--- src/rtl/button_conditioner.sv ---
// button_conditioner
//   Multi-channel push-button front end: per-channel synchroniser, debouncer,
//   registered press/release pulses and optional auto-repeat.
//
// Ports
//   clk          system clock
//   rst_n        asynchronous active-low reset
//   en           event enable; 0 masks press, release and any_press
//   btn_raw      raw asynchronous button pins, active-high
//   btn_level    debounced level per channel
//   btn_press    one-cycle pulse per press (debounced press or repeat)
//   btn_release  one-cycle pulse per debounced release
//   any_press    OR of btn_press, registered alongside it
module button_conditioner #(
  parameter int unsigned        NUM_BTN         = 4,
  parameter int unsigned        SYNC_STAGES     = 2,
  parameter int unsigned        DEBOUNCE_CYCLES = 250000,
  parameter logic [NUM_BTN-1:0] REPEAT_MASK     = '0,
  parameter int unsigned        REPEAT_DELAY    = 12500000,
  parameter int unsigned        REPEAT_PERIOD   = 5000000
) (
  input  logic               clk,
  input  logic               rst_n,
  input  logic               en,
  input  logic [NUM_BTN-1:0] btn_raw,
  output logic [NUM_BTN-1:0] btn_level,
  output logic [NUM_BTN-1:0] btn_press,
  output logic [NUM_BTN-1:0] btn_release,
  output logic               any_press
);

  localparam int unsigned DB_MAX  = DEBOUNCE_CYCLES - 1;
  localparam int unsigned DB_W    = (DB_MAX > 0) ? $clog2(DB_MAX + 1) : 1;
  localparam int unsigned RPT_MAX =
    ((REPEAT_DELAY > REPEAT_PERIOD) ? REPEAT_DELAY : REPEAT_PERIOD) - 1;
  localparam int unsigned RPT_W   = (RPT_MAX > 0) ? $clog2(RPT_MAX + 1) : 1;

  localparam logic [DB_W-1:0]  DB_LAST    = DB_W'(DB_MAX);
  localparam logic [RPT_W-1:0] DELAY_LAST = RPT_W'(REPEAT_DELAY - 1);
  localparam logic [RPT_W-1:0] PER_LAST   = RPT_W'(REPEAT_PERIOD - 1);

  typedef enum logic [1:0] {
    RPT_IDLE,
    RPT_DELAY,
    RPT_REPEAT
  } rpt_state_t;

  logic [NUM_BTN-1:0] sync_q [SYNC_STAGES];
  logic [NUM_BTN-1:0] sync;

  logic [DB_W-1:0]    db_cnt      [NUM_BTN];
  logic [DB_W-1:0]    db_cnt_nxt  [NUM_BTN];
  logic [RPT_W-1:0]   rpt_cnt     [NUM_BTN];
  logic [RPT_W-1:0]   rpt_cnt_nxt [NUM_BTN];
  rpt_state_t         rpt_state     [NUM_BTN];
  rpt_state_t         rpt_state_nxt [NUM_BTN];

  logic [NUM_BTN-1:0] level_nxt;
  logic [NUM_BTN-1:0] rise;
  logic [NUM_BTN-1:0] fall;
  logic [NUM_BTN-1:0] rpt_fire;
  logic [NUM_BTN-1:0] press_nxt;
  logic [NUM_BTN-1:0] release_nxt;

  assign sync = sync_q[SYNC_STAGES-1];

  always_comb begin
    level_nxt = btn_level;
    rpt_fire  = '0;
    for (int unsigned i = 0; i < NUM_BTN; i++) begin
      db_cnt_nxt[i] = '0;
      if (sync[i] != btn_level[i]) begin
        if (db_cnt[i] == DB_LAST) begin
          level_nxt[i] = sync[i];
        end else begin
          db_cnt_nxt[i] = db_cnt[i] + DB_W'(1);
        end
      end
    end

    // Edges are taken from the next-state level so the pulses register on
    // the same edge that updates btn_level.
    rise = level_nxt & ~btn_level;
    fall = ~level_nxt & btn_level;

    for (int unsigned i = 0; i < NUM_BTN; i++) begin
      rpt_state_nxt[i] = rpt_state[i];
      rpt_cnt_nxt[i]   = rpt_cnt[i];
      if (!REPEAT_MASK[i] || fall[i]) begin
        // Release wins over a coinciding repeat tick.
        rpt_state_nxt[i] = RPT_IDLE;
        rpt_cnt_nxt[i]   = '0;
      end else if (rise[i]) begin
        rpt_state_nxt[i] = RPT_DELAY;
        rpt_cnt_nxt[i]   = '0;
      end else begin
        unique case (rpt_state[i])
          RPT_DELAY: begin
            if (rpt_cnt[i] == DELAY_LAST) begin
              rpt_fire[i]      = 1'b1;
              rpt_cnt_nxt[i]   = '0;
              rpt_state_nxt[i] = RPT_REPEAT;
            end else begin
              rpt_cnt_nxt[i] = rpt_cnt[i] + RPT_W'(1);
            end
          end
          RPT_REPEAT: begin
            if (rpt_cnt[i] == PER_LAST) begin
              rpt_fire[i]    = 1'b1;
              rpt_cnt_nxt[i] = '0;
            end else begin
              rpt_cnt_nxt[i] = rpt_cnt[i] + RPT_W'(1);
            end
          end
          default: begin
            rpt_state_nxt[i] = RPT_IDLE;
            rpt_cnt_nxt[i]   = '0;
          end
        endcase
      end
    end

    press_nxt   = en ? (rise | rpt_fire) : '0;
    release_nxt = en ? fall : '0;
  end

  always_ff @(posedge clk or negedge rst_n) begin
    if (!rst_n) begin
      for (int unsigned s = 0; s < SYNC_STAGES; s++) begin
        sync_q[s] <= '0;
      end
      for (int unsigned i = 0; i < NUM_BTN; i++) begin
        db_cnt[i]    <= '0;
        rpt_cnt[i]   <= '0;
        rpt_state[i] <= RPT_IDLE;
      end
      btn_level   <= '0;
      btn_press   <= '0;
      btn_release <= '0;
      any_press   <= 1'b0;
    end else begin
      sync_q[0] <= btn_raw;
      for (int unsigned s = 1; s < SYNC_STAGES; s++) begin
        sync_q[s] <= sync_q[s-1];
      end
      for (int unsigned i = 0; i < NUM_BTN; i++) begin
        db_cnt[i]    <= db_cnt_nxt[i];
        rpt_cnt[i]   <= rpt_cnt_nxt[i];
        rpt_state[i] <= rpt_state_nxt[i];
      end
      btn_level   <= level_nxt;
      btn_press   <= press_nxt;
      btn_release <= release_nxt;
      any_press   <= |press_nxt;
    end
  end

endmodule

--- config.mk ---
export PLATFORM = sky130hd
export DESIGN_NAME = button_conditioner
export DESIGN_NICKNAME = d
export VERILOG_FILES = /design/src/rtl/button_conditioner.sv
export SDC_FILE = /design/constraint.sdc
export NUM_CORES = 1
export LEC_CHECK = 0
export ABC_AREA = 0
export CAP_MARGIN = 20
export CORE_MARGIN = 5
export CORE_UTILIZATION = 56
export CTS_CLUSTER_SIZE = 8
export DETAILED_ROUTE_END_ITERATION = 10
export DONT_BUFFER_PORTS = 1
export PLACE_DENSITY = 0.75
export SLEW_MARGIN = 10
export SYNTH_ARGS = -nofsm -noshare
export SYNTH_HDL_FRONTEND = slang
export SYNTH_SLANG_ARGS = --single-unit
--- constraint.sdc ---
create_clock -name clk -period 4.61 [get_ports clk]
set_input_delay 0.922 -clock clk [delete_from_list [all_inputs] [get_ports clk]]
set_output_delay 0.922 -clock clk [all_outputs]
set_load 0.01 [all_outputs]
==> impl_results.md <==
* CTS tree: yes
* TNS Setup at 0 ns
* Number of global-route vias before repair at about 2900
* Unrepaired setup endpoints after global routing: false
* # DRC at 0
* Yosys reg bits at 93
* Synth top area cells: dfrtp_1 (54%), xnor2_1 (7.3%), nor2_1 (6.2%)
* Arr. time, crit path at 2.55 ns
* Final min period at between 2 and 2.5 ns
* FMAX at 437 MHz
* Top cells by count, synth: dfrtp_1 (93), nor2_1 (71), xnor2_1 (36)
* Die Wd at approximately 98 um
* Cells after Synth at ~420
* H-tree levels at 3
* Pwr per Cell Area at around 310 mW/mm^2
* Clock latency on the worst-skew pair at 0.37 ns
* Slew @ Worst Pin at 0.699 ns
* # clock sinks at 93
* Die area at ~0.0096 mm^2
* DR vias at 3015
* Fin nets at about 440
* Start point of the critical path: db_cnt[41]
* Synthesis-to-layout area growth at 7.03%
* Worst r2r path cells at 4
* First-pass iteration count of the detailed router at 4
* R2R Setup Slk at 2.32 ns
* Starting Density at around 57%
* YS warnings at 0
* Clock buffer depth at 2
* Critical path required time at around 4.9 ns
* Initial antenna violation count at 0
* Core area at ~0.0076 mm^2
* CP endpoint: db_cnt[53]
* Reg2reg end: db_cnt[53]
* Post-CTS Resized at 0
* Post-synth top area share at 53.8%
* GRT Residual Overflow at 0
* Top Ports at 20
* Die height at around 98 um
* Async set-reset flop share out of synthesis at 100%
* Drt first-iter violations at 120
* Worst relative slew slack at roughly 53%
* Setup bufs post-CTS at 0
* CP Capture Type: flop
* Drt total wl at 8090 um
* Status: complete, no violations
* Clk slew on worst S/H paths at 0.09 ns
* # diodes at 0
* Most used flip-flop cell after synthesis: dfrtp_1
* Max cap viols at 0
* Crit path max fanout at 18
* Fin Clk Skew at about 0.014 ns
* Cts hold-fix bufs at 0
* Critical path class: reg -> reg
* Fin crit share at between 40% and 50%
* Peak supply drop at between 0.2 and 0.25 mV
* Yosys top cell by area: dfrtp_1
* Largest net degree at the start of global routing at 94
* GR Util All Layers at between 15 and 20%
* WL/cell at ~15 um
* Seq/Total Area, Yosys at 53.8%
* Hold Violations, Final at 0
* First-pass GRT wire length at approximately 14000 um
* Port bufs at 0
* Cts bufs inserted at 9
* Final setup viols at 0
* Clk root buf: clkbuf_8
* Syn Nets at between 400 and 500
* Design Area, Final at ~0.0046 mm^2
* Post-route ant nets at 0
* Final number of max-transition violations at 0
* GP Congestion at 0.824
* Leak Pwr at 1.85 nW
* Fin util at 60.9%
* Row count at 32
* EDFF count, synth at 0
* Final HPWL DP at between 5000 and 6000 um
* CP Launch Type: flop
* Reg2reg start: db_cnt[41]
* Syn_area_per_cell at between 10 and 15 um^2
* Library cells used by synthesis at 38
* Share of layout cells above drive strength 1 at 6.02%
* Area after DPL at 0.00443 mm^2
* Vias/cell at 5.65
* Cell Area, Synth at about 0.0043 mm^2
* Worst min path class: in -> async
* Top-count cell post-synth: dfrtp_1
how the worst min path moves through the flow:
stage               startpoint           end  depth (start not counted)
finish                   rst_n    db_cnt[26]                          0
detailed placement   sync_q[7]       sync[3]                          0
global placement     sync_q[7]       sync[3]                          0
global route             rst_n    db_cnt[29]                          0
floorplan            sync_q[4]       sync[0]                          0
CTS                      rst_n  btn_press[0]                          0
stage by stage:
step	total power, mW	worst slack (ns)	hold WS (ns)	cells
finish	1.43	2.32	0.233	534
floorplan	0.881	2.56	0.331	423
global placement	0.886	2.15	0.334	517
CTS	1.44	2.31	0.223	534
detailed placement	0.890	2.32	0.340	519
global route	1.48	2.18	0.205	534
registers in the layout, indices dropped and copies added (netlist names):
signal	count
sync_q	4
btn_level	4
btn_press	4
any_press	1
btn_release	4
db_cnt	72
sync	4
cell families after synthesis:
kind of cell / share of synthesized area [%]
and+or+nand+nor: 27.0
DFF: 53.8
xor gates and xnor gates: 11.9
AOI/OAI and AO/OA: 3.07
buffers and inverters: 1.94
muxes: 1.04
adders and majority gates: 1.16
critical path, cell delays in order (launching register included):
cell     delay, ns
dfrtp_1       0.44
or4b_1        0.54
or4_4         0.58
o21ai_4       0.41
o21ba_2       0.22
cell type report:
class,count,area (um^2)
Clock buffer,11,141
Clock inverter,4,55.1
Fill cell,633,2980
Inverter,11,41.3
Multi-Input combinational cell,311,1910
Sequential cell,93,2330
Tap cell,102,128
Timing Repair Buffer,2,22.5
layer usage:
| metal | global-route usage [%] | part of all wire (%) | wire, um |
|---|---|---|---|
| met1 | 24.5 | 48 | 3860 |
| met2 | 26.9 | 46 | 3760 |
| met3 | 5.14 | 4.5 | 363 |
| met4 | 6.39 | 1.4 | 110 |
| met5 | 0 | 0 | 0 |
power by group:
part,switching [mW],internal [mW]
registers,0.0136,0.827
clock network,0.285,0.267
logic,0.0208,0.0126
total,0.320,1.11
cells in the final DEF (no fill, tap or decap), drive strengths merged, types with 3 or more instances in the layout:
master,n
a21oi,9
and3,5
and4,7
clkbuf,11
dfrtp,93
ha,4
inv,13
mux2,4
nand2,26
nand2b,3
nand3,25
nand4,23
nor2,71
nor3,17
nor4,18
nor4b,4
o21ai,11
or3,7
or4,8
xnor2,36
xor2,23
Power figures use the tool's default switching activity.
